## src/rtl/pipe_skid_reg.sv

```systemverilog
// Two-entry skid register slice: main + skid data registers steered by an EMPTY/BUSY/FULL FSM.
// Optional macro PIPE_SKID_STATS_EN adds a saturating 16-bit stall counter port (stall_cnt).
module pipe_skid_reg #(
    parameter int               WIDTH     = 32,
    parameter logic [WIDTH-1:0] RESET_VAL = '0
) (
    input  logic             clk,
    input  logic             reset,
    input  logic             flush,
    input  logic             in_valid,
    input  logic [WIDTH-1:0] in_data,
    output logic             in_ready,
    output logic             out_valid,
    output logic [WIDTH-1:0] out_data,
    input  logic             out_ready
`ifdef PIPE_SKID_STATS_EN
    ,
    output logic [15:0]      stall_cnt
`endif
);

    generate
        if (WIDTH < 1 || WIDTH > 128) begin : g_width_check
            $error("pipe_skid_reg: WIDTH must be in 1..128");
        end
    endgenerate

    typedef enum logic [1:0] {
        EMPTY = 2'd0,
        BUSY  = 2'd1,
        FULL  = 2'd2
    } state_t;

    state_t           state_reg;
    state_t           state_next;
    logic [WIDTH-1:0] main_reg;
    logic [WIDTH-1:0] skid_reg;
    logic             load_main;
    logic             load_skid;
    logic             main_from_skid;
    logic             in_fire;
    logic             out_fire;

    assign in_fire  = in_valid & in_ready;
    assign out_fire = out_valid & out_ready;

    always_ff @(posedge clk or posedge reset) begin
        if (reset) begin
            state_reg <= EMPTY;
        end else begin
            state_reg <= state_next;
        end
    end

    always_comb begin
        state_next     = state_reg;
        load_main      = 1'b0;
        load_skid      = 1'b0;
        main_from_skid = 1'b0;
        case (state_reg)
            EMPTY: begin
                if (in_fire) begin
                    load_main  = 1'b1;
                    state_next = BUSY;
                end
            end
            BUSY: begin
                if (in_fire && out_fire) begin
                    load_main = 1'b1;
                end else if (in_fire && !out_ready) begin
                    load_skid  = 1'b1;
                    state_next = FULL;
                end else if (out_fire) begin
                    state_next = EMPTY;
                end
            end
            FULL: begin
                if (out_ready) begin
                    load_main      = 1'b1;
                    main_from_skid = 1'b1;
                    state_next     = BUSY;
                end
            end
            default: state_next = EMPTY;
        endcase
        // Flush wins over any simultaneous transfer; data registers are left untouched.
        if (flush) begin
            state_next     = EMPTY;
            load_main      = 1'b0;
            load_skid      = 1'b0;
            main_from_skid = 1'b0;
        end
    end

    // Handshake outputs decode from the state register only, so in_ready has no path from out_ready.
    always_comb begin
        in_ready  = (state_reg != FULL);
        out_valid = (state_reg != EMPTY);
    end

    always_ff @(posedge clk or posedge reset) begin
        if (reset) begin
            main_reg <= RESET_VAL;
            skid_reg <= RESET_VAL;
        end else begin
            if (load_main) begin
                main_reg <= main_from_skid ? skid_reg : in_data;
            end
            if (load_skid) begin
                skid_reg <= in_data;
            end
        end
    end

    assign out_data = main_reg;

`ifdef PIPE_SKID_STATS_EN
    always_ff @(posedge clk or posedge reset) begin
        if (reset) begin
            stall_cnt <= 16'd0;
        end else if (flush) begin
            stall_cnt <= 16'd0;
        end else if (out_valid && !out_ready && stall_cnt != 16'hFFFF) begin
            stall_cnt <= stall_cnt + 16'd1;
        end
    end
`endif

endmodule

```

## config.mk

```make
export PLATFORM = sky130hd
export DESIGN_NAME = pipe_skid_reg
export DESIGN_NICKNAME = d
export VERILOG_FILES = /design/src/rtl/pipe_skid_reg.sv
export SDC_FILE = /design/constraint.sdc
export NUM_CORES = 1
export LEC_CHECK = 0
export ABC_AREA = 1
export CORE_MARGIN = 2
export CORE_UTILIZATION = 55
export DETAILED_ROUTE_END_ITERATION = 16
export DONT_BUFFER_PORTS = 1
export PLACE_DENSITY_LB_ADDON = 0.25
export SYNTH_ARGS = -nofsm -noshare
export SYNTH_HDL_FRONTEND = slang
export SYNTH_SLANG_ARGS = --single-unit
export TNS_END_PERCENT = 5
```

## constraint.sdc

```tcl
create_clock -name clk -period 2.25 [get_ports clk]
set_input_delay 0.45 -clock clk [delete_from_list [all_inputs] [get_ports clk]]
set_output_delay 0.45 -clock clk [all_outputs]
set_load 0.005 [all_outputs]
```

==> out/summary.txt <==
Drt pass-1 iters = 4
RePlAce Congestion = 0.730
CP Max Fanout = 36
WL/cell = 12.7 um
Xor/xnor share of the synthesized area = 0%
Die Y-Extent = 78 um
Largest family of logic cells by synthesized area = simple AND/OR/NAND/NOR gates
Worst skew pair latency = 0.33 ns
Slew headroom = 54.5%
Achievable frequency = 0.623 GHz
# rows = 26
Post-synthesis simple-gate area fraction = 23.3%
Detail Placement HPWL = 3740 um
Startpoint types = flip-flop
Worst vdd ir = 0.572 mV
Critical Path RT = 2.50 ns
Leak = 1.70 nW
CTS Hold Bufs = 0
CTS Buf Count = 9
Final Power = 3.27 mW
Die width = 78 um
Initial core utilization = 57.9%
Top cells by area, synth = dfrtp_1 (55%), nand2_1 (21%), o21ai_1 (10%)
CTS tree = yes
Routed vias = 2,183
Post_cts resized = 0
Drt initial violations = 111
RSZ-0062 raised after global routing = false
Initial antenna violation count = 0
Cells after Synth = 369
Synth top area share = 54.8%
Clock root buffer = clkbuf_8
Layout area overhead = 6.61%
Reg-to-Reg Start = state_reg[1]
Dpl ws = 0.637 ns
Setup crit end kind = flip-flop
Post-Layout Cell Count = 442
Max-Cap Viols = 0
Nets = 404
Final setup margin = 0.645 ns
Post-CTS setup buffers = 0
Yosys cell types = 18
Mux contribution to synthesized area = 0%
Vias per cell = 4.94
Vias in the first global route = 2,148
GRT overflow = 0
Tcrit/Tclk final = 71.3%
Final setup TNS = 0 ns
Layout cells sized above 1 = 8.60%
Reg clk slew, reported paths = 0.07 ns
Clock Path Buffers = 2
Ant. Diodes = 0
Compound-gate portion of the synthesized area = 11.3%
Synth Net Count = 406
Tightest Pin Transition = 0.682 ns
Final Max Tran Viols = 0
Clock sinks = 66
Syn. warnings = 0
Worst Skew = 0.00551 ns
Placed Cells = 426
# DRC = 0
DRT antenna net count = 0
Finish-stage setup viols = 0
Seq/Total Area, Yosys = 54.8%
Drt total wl = 5600 um
Core area = 5200 um2
Die ar. = 6080 um2
Post-Synthesis Cell Area = 3010 um2
H-tree depth = 3
CP Data Arrival Time = 1.86 ns
Adder-Cell Fraction of Synth Area = 0%
Final-report hold violation count = 0
Pin count of the biggest net entering global routing = 65
Syn avg cell area = 8.16 um2
Post-synthesis register bit count = 66
IO Count = 71
Port bufs = 0
Top cell type by total area after synthesis = dfrtp_1
Util after Layout = 61.7%
Min-Delay Path Class = input port to asynchronous set/reset pin
Status = finished clean
Global Route Usage Sum = 20.5%
Crit path from = state_reg[1]
CP Class = flip-flop to flip-flop
Min Tclk post-route = 1.60 ns
Pwr/cell area = 1020 nW/um2
First-pass GRT wire length = 9650 um
## per-layer routing
metal  vias to the layer above  routed length [um]  global-route usage, %
li1                       1133                   -                      -
met1                       978                2480                   24.1
met2                        61                2630                   34.1
met3                        11                 383                   6.40
met4                         0                 107                   10.0
met5                         -                   0                      0
## final cells by class
type,instances,area [um2]
Tap cell,70,87.6
Multi-Input combinational cell,243,1040
Inverter,41,154
Clock inverter,5,52.6
Fill cell,459,1990
Timing Repair Buffer,6,70.1
Sequential cell,66,1650
Clock buffer,11,151
## final timing paths
| kind | endpoint | slack [ns] | cells past startpoint |
|---|---|---|---|
| max in group asynchronous | out_data[27] | 1.58 | 2 |
| worst max-delay path | skid_reg[20] | 0.65 | 6 |
| worst max register to register | skid_reg[20] | 0.65 | 6 |
| worst min register to register | out_data[14] | 0.50 | 2 |
| worst min-delay path | out_data[8] | 0.09 | 1 |
| min in group clk | state_reg[1] | 0.23 | 1 |
## cell usage in the layout, fill, tap and decap left out
master	n
clkbuf_8	11
nor3_2	1
nor3_1	1
nand2_1	165
inv_1	36
bufinv_16	1
nor2_1	4
o32ai_1	1
clkinvlp_4	1
nand3_4	1
buf_12	2
inv_2	5
o21ai_1	62
dfrtp_1	66
nand3_1	1
buf_4	4
nor2_8	1
clkinv_2	3
o21ai_0	2
nand2_2	2
a21oi_1	2
## critical path, stage by stage (launching register included)
cell and delay, ns:
dfrtp_1 0.44, nor3_2 0.23, inv_2 0.10, nor2_8 0.32, buf_12 0.23, nand2_1 0.08, o21ai_1 0.10
## Yosys cell counts (all sizes together)
library cell	n
nor3	2
o21ai	64
buf	19
nand2	167
a21oi	2
nand3	2
nor2	5
inv	41
o32ai	1
dfrtp	66
## power by group
| part | total [mW] | internal, mW | leakage [nW] | switching (mW) |
|---|---|---|---|---|
| logic | 0.548 | 0.205 | 0.788 | 0.342 |
| registers | 1.71 | 1.55 | 0.808 | 0.163 |
| clock network | 1.01 | 0.566 | 0.105 | 0.440 |
## stage by stage
step	hold WS [ns]	instance area, um2
after floorplan	0.465	3010
after global placement	0.479	3010
after detailed placement	0.482	3010
after CTS	0.118	3210
after global routing	0.160	3210
final	0.0893	3210
## logic make-up after synthesis
logic type	count (synthesis)
AO/OA/AOI/OAI	67
flip-flops	66
buffers and inverters	60
AND/OR/NAND/NOR	176
(Power assumes the default switching activity.)
